[src/rtl/aftab_daru_multi.sv]
// Multi-byte aligned memory read unit: fetches 1/2/4/8 bytes one per memReady,
// assembles them little-endian and returns a sign- or zero-extended result.
module aftab_daru_multi #(
  parameter int DATA_W  = 32,
  parameter int ADDR_W  = 32,
  parameter int TIMEOUT = 16
) (
  input  logic              clk,
  input  logic              rst,
  input  logic              startDARU,
  input  logic [ADDR_W-1:0] addrIn,
  input  logic [1:0]        sizeIn,
  input  logic              signedLd,
  input  logic              abortDARU,
  input  logic              memReady,
  input  logic              memErr,
  input  logic [7:0]        dataBus,
  output logic [ADDR_W-1:0] addrBus,
  output logic              readMem,
  output logic [DATA_W-1:0] dataOut,
  output logic              busy,
  output logic              completeDARU,
  output logic              errDARU,
  output logic [1:0]        errCode
);

  localparam int LANES = DATA_W / 8;
  localparam int TW    = $clog2(TIMEOUT + 1);

  typedef enum logic [1:0] {IDLE, READ, DONE, ERR} stateT;

  stateT             state;
  logic [ADDR_W-1:0] addrLat;
  logic [1:0]        sizeLat;
  logic              signedLat;
  logic [2:0]        byteCnt;
  logic [TW-1:0]     tCnt;
  logic [DATA_W-1:0] asmReg;
  logic [DATA_W-1:0] asmNext;
  logic [2:0]        lastIdx;
  logic              aligned;
  logic              startOk;

  // Keep the low 8*2^sz bits and replicate bit (8*2^sz - 1) upward when signed.
  function automatic logic [DATA_W-1:0] extendLd(input logic [DATA_W-1:0] raw,
                                                 input logic [1:0] sz,
                                                 input logic sgn);
    logic signed [DATA_W-1:0] shl;
    int sh;
    sh = DATA_W - (8 << sz);
    if (sh < 0) sh = 0;
    shl = signed'(raw << sh);
    if (sgn) return shl >>> sh;
    else     return $unsigned(shl) >> sh;
  endfunction

  always_comb begin
    aligned = 1'b1;
    case (sizeIn)
      2'd1:    aligned = (addrIn[0] == 1'b0);
      2'd2:    aligned = (addrIn[1:0] == 2'b00);
      2'd3:    aligned = (addrIn[2:0] == 3'b000);
      default: aligned = 1'b1;
    endcase
    startOk = aligned && ((4'd1 << sizeIn) <= 4'(LANES));
  end

  always_comb begin
    asmNext = asmReg;
    for (int i = 0; i < LANES; i++)
      if (int'(byteCnt) == i) asmNext[8*i +: 8] = dataBus;
  end

  assign lastIdx = (3'd1 << sizeLat) - 3'd1;
  assign addrBus = addrLat + ADDR_W'(byteCnt);

  always_ff @(posedge clk or negedge rst) begin
    if (!rst) begin
      state        <= IDLE;
      addrLat      <= '0;
      sizeLat      <= '0;
      signedLat    <= 1'b0;
      byteCnt      <= '0;
      tCnt         <= '0;
      asmReg       <= '0;
      dataOut      <= '0;
      errCode      <= '0;
      readMem      <= 1'b0;
      busy         <= 1'b0;
      completeDARU <= 1'b0;
      errDARU      <= 1'b0;
    end else begin
      completeDARU <= 1'b0;
      errDARU      <= 1'b0;
      case (state)
        IDLE: begin
          if (startDARU) begin
            addrLat   <= addrIn;
            sizeLat   <= sizeIn;
            signedLat <= signedLd;
            byteCnt   <= '0;
            tCnt      <= '0;
            asmReg    <= '0;
            busy      <= 1'b1;
            if (startOk) begin
              state   <= READ;
              readMem <= 1'b1;
              errCode <= 2'b00;
            end else begin
              state   <= ERR;
              errDARU <= 1'b1;
              errCode <= 2'b01;
            end
          end
        end
        READ: begin
          if (abortDARU) begin
            state   <= IDLE;
            readMem <= 1'b0;
            busy    <= 1'b0;
          end else if (memErr) begin
            state   <= ERR;
            readMem <= 1'b0;
            errDARU <= 1'b1;
            errCode <= 2'b10;
          end else if (memReady) begin
            asmReg  <= asmNext;
            byteCnt <= byteCnt + 3'd1;
            tCnt    <= '0;
            if (byteCnt == lastIdx) begin
              state        <= DONE;
              readMem      <= 1'b0;
              completeDARU <= 1'b1;
              dataOut      <= extendLd(asmNext, sizeLat, signedLat);
            end
          end else if (tCnt == TW'(TIMEOUT - 1)) begin
            state   <= ERR;
            readMem <= 1'b0;
            errDARU <= 1'b1;
            errCode <= 2'b11;
          end else begin
            tCnt <= tCnt + 1'b1;
          end
        end
        default: begin
          state <= IDLE;
          busy  <= 1'b0;
        end
      endcase
    end
  end

endmodule

[config.mk]
export PLATFORM = sky130hd
export DESIGN_NAME = aftab_daru_multi
export DESIGN_NICKNAME = d
export VERILOG_FILES = /design/src/rtl/aftab_daru_multi.sv
export SDC_FILE = /design/constraint.sdc
export NUM_CORES = 1
export LEC_CHECK = 0
export ABC_AREA = 1
export CELL_PAD_IN_SITES_DETAIL_PLACEMENT = 1
export CELL_PAD_IN_SITES_GLOBAL_PLACEMENT = 2
export CORE_MARGIN = 3
export CORE_UTILIZATION = 32
export CTS_CLUSTER_DIAMETER = 80
export DETAILED_ROUTE_END_ITERATION = 6
export GPL_TIMING_DRIVEN = 0
export HOLD_SLACK_MARGIN = 0.15
export PLACE_DENSITY_LB_ADDON = 0.1
export RECOVER_POWER = 25
export SLEW_MARGIN = 20
export SYNTH_ARGS = -nofsm -noshare
export SYNTH_HDL_FRONTEND = slang
export SYNTH_SLANG_ARGS = --single-unit
[constraint.sdc]
create_clock -name clk -period 6.1 [get_ports clk]
set_input_delay 1.22 -clock clk [delete_from_list [all_inputs] [get_ports clk]]
set_output_delay 1.22 -clock clk [all_outputs]
set_load 0.05 [all_outputs]
==> run metrics, run 1 <==
Finished Cell Area=8383 sq um; antenna violations before repair=0; H-tree depth=4; Hold Path Class=reg -> reg; Pwr Density=579.7 nW/um^2; max_cap viols=2; Initial Util=32.93%; post-route ant nets=0; CTS Buffer Depth=2; via-per-instance ratio=4.877; FMAX=211.7 MHz; Syn Inst Count=806; IO Pins=119; ys flop type=dfrtp_1; Critical Setup Path Class=reg -> out; Nets=1004; Total Wirelength=21130 microns; first-pass GRT wire length=34600 microns; failing checks=max-capacitance violations, max-slew violations; wire per inst=17.37 microns; Antenna diodes=0; Final period util=77.42%; Yosys top cell by area=dfrtp_1; flop2flop setup slack=3960 ps; final hold violation count=0; Die Footprint=21150 sq um; status=finished, violations left; GRT met1 Usage=28.54%; final hold slack=471.7 ps; initial drt markers=285; Max FO, Critical Path=5; core box area=18890 sq um; hold_buf cts=0; Async S/R FF share, synth=100.0%; Seq/Total Area, Yosys=46.26%; Post-Syn Nets=866; Syn. warnings=0; area grow syn2layout=34.75%; met3 usage=3.550%; Worst-Skew Late Latency=420 ps; Slew Viols, Final=118; number of fill cells in the layout=2311; vias in the first global route=6341; global-route usage over all layers=20.37%; mapped cell area=6221 sq um; unrepaired setup endpoints after global routing=no; final setup fails=0; Final GP Congestion=0.8294; CP endpoint=addrBus[18]; Post-synth EDFFs=0; worst slew pin tran=2205 ps; Most Crowded Layer GR=met2; max_slew headroom=-47.03%; synth top area cells=dfrtp_1 (46%), nand2_1 (15%), nor2_1 (5.0%), inv_1 (3.9%), o21ai_0 (3.6%); gr ovfl total=0; synthesis-stage register bit count=115; max incr delay on CP=810 ps; DPL Wire Length=16390 microns; Final min period=4723 ps; critical-path cell list=ha_1, inv_1, fa_1, inv_1, nand3_1, a21oi_2, nand2_1, nor2_1, nand3b_1, nand2_1, clkdlybuf4s50_1; Pwr Total=4.859 mW; CP Launch Type=register; type of element capturing the critical path=primary output; Initial DRT Pass Iterations=4; Clock Skews=7.074 ps; slowest CP cell=clkdlybuf4s50_1; Worst Path Required=4880 ps; DP Area=7756 sq um; maximum number of pins on one net before global-route repair=79; Data arrival, critical path=3500 ps; area share of the largest cell type after synthesis=46.26%; DRC errors left=0; CP startpoint=byteCnt[0]; worst r2r path cells=11; VDD IR max=222.2 uV; Die Y=145.4 microns; clk slew on worst S/H paths=50 ps; number of buffers created by CTS=17; CTS tree=built; Die Width=145.4 microns; count of cell types in the netlist=36; # resized after CTS=0; Clock Root Buffer=clkbuf_16; post-CTS setup buffers=0; share of cells above drive strength 1=9.404%; CTS sink cnt=115; leakage power=3.952 nW; launching point of the worst reg2reg path=byteCnt[1]; Worst R2R End=dataOut[20]; IO buf count=118; met2 Track Usage GR=32.76%; synthesized area per cell=7.718 sq um; num rows=50; Vias=5935
cell type report:
class	count	area, sq um	area share (%)
Multi-Input combinational cell	591	2897	34.55
Tap cell	260	325.3	3.881
Timing Repair Buffer	119	1180	14.07
Buffer	27	158.9	1.896
Inverter	73	287.8	3.433
Clock inverter	12	200.2	2.388
Clock buffer	20	456.7	5.448
Sequential cell	115	2878	34.33
synthesized netlist by cell type, drive strengths merged (2+ instances only):
| cell type | instances |
|---|---|
| xor2 | 19 |
| a21oi | 39 |
| nand3b | 3 |
| mux2 | 12 |
| nor3 | 12 |
| nand4 | 7 |
| and2 | 2 |
| and3 | 2 |
| clkbuf | 7 |
| o22ai | 4 |
| dfrtp | 115 |
| buf | 20 |
| o21ai | 88 |
| ha | 10 |
| nand3 | 43 |
| nor2 | 88 |
| inv | 72 |
| xnor2 | 4 |
| nand2 | 255 |
kinds of logic after synthesis:
logic type / count (synthesis) / share of synthesized area, %
AO/OA/AOI/OAI: 133 / 11.10
XOR/XNOR: 23 / 3.238
AND/OR/NAND/NOR: 412 / 27.71
multiplexers: 12 / 2.172
adder cells (fa/ha/maj): 11 / 2.333
buffers and inverters: 100 / 7.180
flip-flops: 115 / 46.26
per-layer routing:
layer,up-vias,share of wire [%]
li1,2858,-
met1,2937,49
met2,123,46
met3,17,3.5
met4,0,1.3
met5,-,0
worst min path at each step:
stage	from	endpoint	depth (start not counted)
after CTS	readMem	readMem	2
after global routing	dataOut[15]	dataOut[15]	2
after floorplan	asmReg[0]	asmReg[0]	2
after detailed placement	dataOut[18]	dataOut[18]	2
after global placement	dataOut[14]	dataOut[14]	2
final	readMem	readMem	2
power breakdown:
group | switching (mW) | internal [mW]
Combinational | 1.73 | 0.774
Clock | 0.381 | 0.748
Sequential | 0.205 | 1.02
flip-flops by register name, summed over array words and instances (netlist names), 2 cells and up:
signal	cells
dataOut	32
sizeLat	2
tCnt	5
errCode	2
asmReg	32
addrLat	32
state	2
byteCnt	3
per-stage QoR:
stage               utilization [%]  cells  setup TNS, ps  setup slack, ps
floorplan                         -    806              0             2497
global placement              40.90   1184         -97550           -861.8
detailed placement            41.05   1185              0             1847
CTS                           44.53   1217              0             1399
global route                  44.37   1217              0            953.2
finish                        44.37   1217              0             1377
critical path, delay by kind of cell (launching register included):
kind / cells / cell delay, ps
compound gates: 1 / 370
fa+ha+maj: 2 / 640
buf+inv: 3 / 960
flops: 1 / 430
simple gates: 5 / 690
layout by cell type, fill, tap and decap left out, types with 3 or more instances in the layout:
cell / n
nand2_1: 248
clkdlybuf4s50_1: 117
dfrtp_1: 115
nor2_1: 83
inv_1: 65
o21ai_0: 45
nand3_1: 40
o21ai_1: 40
a21oi_1: 38
xor2_1: 19
clkbuf_16: 17
mux2_2: 12
nor3_1: 11
buf_2: 10
ha_1: 10
clkbuf_1: 9
nand4_1: 7
inv_2: 7
nand2_2: 5
bufinv_16: 5
xnor2_1: 4
buf_4: 4
buf_6: 4
o22ai_1: 4
nand3b_1: 3
nor2_2: 3
nand3_2: 3
o21ai_2: 3
clkinvlp_4: 3
No activity file was read; power rests on OpenSTA's default activity.
==> run 2, diff against run 1 <==
--- a/config.mk
+++ b/config.mk
@@ -9,7 +9,7 @@
 export CELL_PAD_IN_SITES_DETAIL_PLACEMENT = 1
 export CELL_PAD_IN_SITES_GLOBAL_PLACEMENT = 2
 export CORE_MARGIN = 3
-export CORE_UTILIZATION = 32
+export CORE_UTILIZATION = 30
 export CTS_CLUSTER_DIAMETER = 80
 export DETAILED_ROUTE_END_ITERATION = 6
 export GPL_TIMING_DRIVEN = 0
==> constraint.sdc (replaced) <==
create_clock -name clk -period 4.45 [get_ports clk]
set_input_delay 0.89 -clock clk [delete_from_list [all_inputs] [get_ports clk]]
set_output_delay 0.89 -clock clk [all_outputs]
set_load 0.05 [all_outputs]
==> run 2 against run 1 <==
  * Design area is 0.22% higher
  * Highest routed layer unchanged
  * Routed wire length rose by 0.21%
  * Largest power group unchanged
  * Via count fell by 0.61%
  * The flow still finishes with violations (max-capacitance violations, max-slew violations)
==> run metrics, run 2 (synthesized netlist as in run 1, its figures left out) <==
Max FO, Critical Path=5 (unchanged); status=finished, violations left (unchanged); Die Y=150 microns (was 145.4 microns); H-tree depth=4 (unchanged); worst r2r path cells=11 (unchanged); first-pass GRT wire length=33690 microns (was 34600 microns); biggest regs=addrLat: 32 flops, asmReg: 32 flops, dataOut: 32 flops (unchanged); worst slew pin tran=2877 ps (was 2205 ps); Clock Skews=13.09 ps (was 7.074 ps); leakage power=3.980 nW (was 3.952 nW); number of buffers created by CTS=17 (unchanged); Pwr Total=6.656 mW (was 4.859 mW); clk slew on worst S/H paths=50 ps (about the same); critical-path cell list=ha_1, inv_1, fa_1, inv_1, nand3_1, a21oi_2, nand2_1, xnor2_1, clkdlybuf4s50_1 (was ha_1, inv_1, fa_1, inv_1, nand3_1, a21oi_2, nand2_1, nor2_1, nand3b_1, nand2_1, clkdlybuf4s50_1); final hold violation count=0 (unchanged); max_cap viols=1 (was 2); CTS tree=built (unchanged); VDD IR max=332.8 uV (was 222.2 uV); via-per-instance ratio=4.808 (was 4.877); Final period util=95.24%; vias in the first global route=6166 (was 6341); gr ovfl total=0 (unchanged); CP startpoint=byteCnt[0] (unchanged); Vias=5899 (was 5935); Total Wirelength=21180 microns (was 21130 microns); hold endpoint=dataOut[4] (was readMem); cell mode on critical path=inv_1; Initial Util=30.65% (was 32.93%); slowest CP cell=clkdlybuf4s50_1 (unchanged); num rows=52 (was 50); CP Buf/Inv Count=3 (unchanged); Die Width=150 microns (was 145.4 microns); Clock Root Buffer=clkbuf_16 (unchanged); Slew Viols, Final=50 (was 118); CTS Buffer Depth=2 (unchanged); failing checks=max-capacitance violations, max-slew violations (unchanged); global-route usage over all layers=19.45% (was 20.37%); commonest non-fill, non-tap cells in the layout=nand2_1 (248), dfrtp_1 (115), clkdlybuf4s50_1 (114), nor2_1 (83), inv_1 (65) (was nand2_1 (248), clkdlybuf4s50_1 (117), dfrtp_1 (115), nor2_1 (83), inv_1 (65)); number of fill cells in the layout=2456 (was 2311); antenna violations before repair=0 (unchanged); Worst R2R End=dataOut[20] (unchanged); commonest non-fill, non-tap cell in the layout=nand2_1 (unchanged); share of cells above drive strength 1=9.404% (unchanged); area grow syn2layout=35.06% (was 34.75%); Data arrival, critical path=3350 ps (was 3500 ps); Worst Path Required=3560 ps (was 4880 ps); wire per inst=17.26 microns (was 17.37 microns); max incr delay on CP=840 ps (was 810 ps); Finished Layout Cells=1227 (was 1217); Final WS setup=211.6 ps (was 1377 ps); post-route ant nets=0 (unchanged); flop2flop setup slack=2330 ps (was 3960 ps); DRC errors left=0 (unchanged); IO Pins=119 (unchanged); FMAX=235.9 MHz; type of element capturing the critical path=primary output (unchanged); initial drt markers=268 (was 285); DP Area=7769 sq um (was 7756 sq um); Finished Cell Area=8402 sq um (was 8383 sq um); Nets=1004 (unchanged); core box area=20300 sq um (was 18890 sq um); DPL Wire Length=16430 microns (was 16390 microns); final setup fails=0 (unchanged); Hold Path Class=reg -> reg (unchanged); Worst-Skew Late Latency=420 ps (about the same); TNS Setup=0 ps (unchanged); Initial DRT Pass Iterations=5 (was 4); Placed Instances=1195 (was 1185); unrepaired setup endpoints after global routing=no (unchanged); DP Worst Slack=542.4 ps (was 1847 ps); Pwr Density=792.2 nW/um^2 (was 579.7 nW/um^2); Die Footprint=22500 sq um (was 21150 sq um); launching point of the worst reg2reg path=byteCnt[1] (unchanged); IO buf count=118 (unchanged); maximum number of pins on one net before global-route repair=68 (was 79); Critical Setup Path Class=reg -> out (unchanged); CP Launch Type=register (unchanged); Final min period=4238 ps; CTS sink cnt=115 (unchanged); critical hold path startpoint=dataOut[4] (was readMem); Antenna diodes=0 (unchanged); CP top delay family=buffers and inverters (unchanged); Hold Path Depth=2 (unchanged); max_slew headroom=-91.79% (was -47.03%); Final GP Congestion=0.8328 (was 0.8294)
run 2: changes by cell type in the layout (fill, tap and decap cells not counted):
| cell | previous run | this run |
|---|---|---|
| clkbuf_2 | 1 | 0 |
| clkdlybuf4s50_1 | 117 | 114 |
| clkinvlp_4 | 3 | 1 |
| clkbuf_4 | 0 | 1 |
| dlymetal6s2s_1 | 0 | 3 |
| clkbuf_8 | 2 | 0 |
| clkinv_2 | 2 | 1 |
| inv_6 | 2 | 4 |
| clkinv_4 | 0 | 3 |
run 2: layer usage:
metal / GRT usage [%] / part of all wire, %
met1: 27.34 / 49
met2: 30.93 / 47
met3: 3.452 / 3.7
met4: 5.261 / 0.82
met5: 0 / 0
run 2: power by group:
group          internal (mW)  leakage [nW]  switching, mW
Clock                   1.00         0.316          0.545
Sequential              1.40          1.48          0.274
Combinational           1.06          2.19           2.38
run 2: worst max-delay path by stage:
stage	slack, ps	cells after the start	to
finish	210	9	addrBus[10]
global route	50	7	addrBus[12]
CTS	100	11	addrBus[18]
detailed placement	540	11	addrBus[18]
global placement	-2260	1	dataOut[19]
floorplan	1180	9	addrBus[14]
run 2: metrics by stage:
stage / hold slack (ps) / util, %
global placement: 456.9 / 38.13
global route: 508.6 / 41.39
CTS: 420.4 / 41.49
floorplan: 450.5 / -
detailed placement: 464.9 / 38.27
finish: 473.7 / 41.39
run 2: worst register-to-register path: stages, from the launching register on:
cell,delay [ps]
dfrtp_1,440
inv_1,170
ha_1,240
inv_1,70
nor2_2,280
nand2_1,120
nand3_1,140
nand3_1,110
nand2_2,150
buf_6,170
nand3_1,110
nand2_1,80
run 2: repair_timing:
item,in CTS,in global routing
setup buffers,0,0
endpoints found under the setup margin,0,3
gates resized for setup,0,3
hold buffers,0,0
run 2: layout make-up:
class	instances	area [sq um]	area share (%)
Tap cell	270	337.8	4.021
Inverter	73	287.8	3.425
Clock buffer	18	429.2	5.108
Clock inverter	14	224.0	2.666
Buffer	27	158.9	1.891
Multi-Input combinational cell	591	2897	34.48
Sequential cell	115	2878	34.25
Timing Repair Buffer	119	1190	14.16
==> run 3, diff against run 2 <==
--- a/config.mk
+++ b/config.mk
@@ -6,10 +6,10 @@
 export NUM_CORES = 1
 export LEC_CHECK = 0
 export ABC_AREA = 1
-export CELL_PAD_IN_SITES_DETAIL_PLACEMENT = 1
-export CELL_PAD_IN_SITES_GLOBAL_PLACEMENT = 2
+export CELL_PAD_IN_SITES_DETAIL_PLACEMENT = 0
+export CELL_PAD_IN_SITES_GLOBAL_PLACEMENT = 1
 export CORE_MARGIN = 3
-export CORE_UTILIZATION = 30
+export CORE_UTILIZATION = 38
 export CTS_CLUSTER_DIAMETER = 80
 export DETAILED_ROUTE_END_ITERATION = 6
 export GPL_TIMING_DRIVEN = 0
==> run 3 against run 2 <==
  * The run still ends with max-capacitance violations, max-slew violations left
  * Highest routed layer unchanged
  * Sequential share of layout area rose by 0.27 points
  * Sequential power about the same
  * Largest cell class unchanged
  * First-iteration DRC count up 79%
  * Total power decreased by 2.2%
  * Design area down 0.79%
  * Flip-flop and latch count did not move
  * Count of clock-buffer cells in the layout is 3 higher
  * Maximum frequency rose by 0.15%
  * Clock power decreased by 5%
  * Cell count fell by 4.4%
  * Critical path type unchanged
==> run metrics, run 3 (synthesized netlist as in run 1, its figures left out) <==
flop2flop setup slack=2350 ps (was 2330 ps); commonest non-fill, non-tap cell in the layout=nand2_1 (unchanged); Nets=1004 (unchanged); Initial DRT Pass Iterations=5 (unchanged); failing checks=max-capacitance violations, max-slew violations (unchanged); antenna violations before repair=0 (unchanged); area grow syn2layout=33.99% (was 35.06%); max_cap viols=1 (unchanged); DRC errors left=0 (unchanged); final hold violation count=0 (unchanged); global-route usage over all layers=21.05% (was 19.45%); clk slew on worst S/H paths=60 ps (was 50 ps); Worst R2R End=dataOut[20] (unchanged); max_slew headroom=-89.13% (was -91.79%); critical hold path startpoint=errCode[1] (was dataOut[4]); DP Worst Slack=638.1 ps (was 542.4 ps); Clock Skews=9.567 ps (was 13.09 ps); Final min period=4232 ps (was 4238 ps); IO Pins=119 (unchanged); Total Wirelength=18480 microns (was 21180 microns); commonest non-fill, non-tap cells in the layout=nand2_1 (248), dfrtp_1 (115), clkdlybuf4s50_1 (115), nor2_1 (83), inv_1 (65) (was nand2_1 (248), dfrtp_1 (115), clkdlybuf4s50_1 (114), nor2_1 (83), inv_1 (65)); CTS sink cnt=115 (unchanged); number of buffers created by CTS=17 (unchanged); Final WS setup=218.0 ps (was 211.6 ps); Finished Cell Area=8335 sq um (was 8402 sq um); final setup fails=0 (unchanged); launching point of the worst reg2reg path=byteCnt[1] (unchanged); CTS Buffer Depth=2 (unchanged); CTS tree=built (unchanged); Data arrival, critical path=3340 ps (was 3350 ps); Die Width=134.0 microns (was 150 microns); TNS Setup=0 ps (unchanged); Antenna diodes=0 (unchanged); Final GP Congestion=0.8715 (was 0.8328); via-per-instance ratio=4.988 (was 4.808); Max FO, Critical Path=5 (unchanged); Clock Root Buffer=clkbuf_16 (unchanged); Die Y=134.0 microns (was 150 microns); Initial Util=39.02% (was 30.65%); unrepaired setup endpoints after global routing=no (unchanged); first-pass GRT wire length=29750 microns (was 33690 microns); status=finished, violations left (unchanged); CP endpoint=addrBus[24] (was addrBus[10]); num rows=46 (was 52); worst r2r path cells=11 (unchanged); core box area=15940 sq um (was 20300 sq um); biggest regs=addrLat: 32 flops, asmReg: 32 flops, dataOut: 32 flops (unchanged); CP startpoint=byteCnt[0] (unchanged); CP Launch Type=register (unchanged); VDD IR max=409.2 uV (was 332.8 uV); wire per inst=15.75 microns (was 17.26 microns); gr ovfl total=0 (unchanged); Slew Viols, Final=50 (unchanged); hold_buf cts=0 (unchanged); DP Area=7701 sq um (was 7769 sq um); Hold Path Class=reg -> reg (unchanged); Worst Path Required=3560 ps (about the same); Final period util=95.10% (was 95.24%); leakage power=3.974 nW (was 3.980 nW); Pwr Density=781.0 nW/um^2 (was 792.2 nW/um^2); IO buf count=118 (unchanged); share of cells above drive strength 1=9.300% (was 9.404%); Die Footprint=17940 sq um (was 22500 sq um); final hold slack=467.4 ps (was 473.7 ps); maximum number of pins on one net before global-route repair=67 (was 68); FMAX=236.3 MHz (was 235.9 MHz); worst slew pin tran=2837 ps (was 2877 ps); Worst-Skew Late Latency=420 ps (about the same); Vias=5851 (was 5899); DPL Wire Length=14170 microns (was 16430 microns); Critical Setup Path Class=reg -> out (unchanged); H-tree depth=4 (unchanged); type of element capturing the critical path=primary output (unchanged); Pwr Total=6.510 mW (was 6.656 mW); post-route ant nets=0 (unchanged); vias in the first global route=5578 (was 6166); initial drt markers=481 (was 268)
## run 3: area by class of cell
class / instances / area (sq um)
inverters: 73 / 287.8
clock inverters: 11 / 176.4
flip-flops and latches: 115 / 2878
multi-input cells: 591 / 2897
plain buffers: 27 / 158.9
clock buffers: 21 / 460.4
fillers: 1530 / 7607
well taps: 216 / 270.3
repair buffers: 119 / 1207
## run 3: worst min-delay path by stage
stage,to,slack (ps),cells after the start
6_report,errCode[1],470,2
5_1_grt,dataOut[12],480,2
4_1_cts,addrLat[10],420,1
3_5_place_dp,errCode[1],460,2
3_3_place_gp,dataOut[12],460,2
2_1_floorplan,asmReg[0],450,2
## run 3: critical path, cell delays in order (launching register included)
cell and delay, ps:
dfrtp_1 430, ha_1 230, inv_1 80, fa_1 420, o21ai_1 420, nand2_1 140, inv_1 140, nand2_1 80
xor2_1 160, clkdlybuf4s50_1 830
## run 3: timing repair
item,CTS,global route
endpoints found under the setup margin,0,2
gates resized for setup,0,2
setup buffers,0,0
## run 3: routing by layer
layer / wire length, microns / track usage, %
met1: 8699 / 30.09
met4: 192 / 5.429
met3: 1073 / 4.389
met2: 8515 / 32.79
met5: 0 / 0
## run 3: stage by stage
stage | cells | utilization (%)
after CTS | 1173 | 52.30
after floorplan | 806 | -
after detailed placement | 1141 | 48.30
after global routing | 1173 | 52.28
after global placement | 1140 | 48.12
final | 1173 | 52.28
## run 3: power by group
part | switching, mW | internal [mW]
clock | 0.502 | 0.971
sequential | 0.272 | 1.40
combinational | 2.31 | 1.06
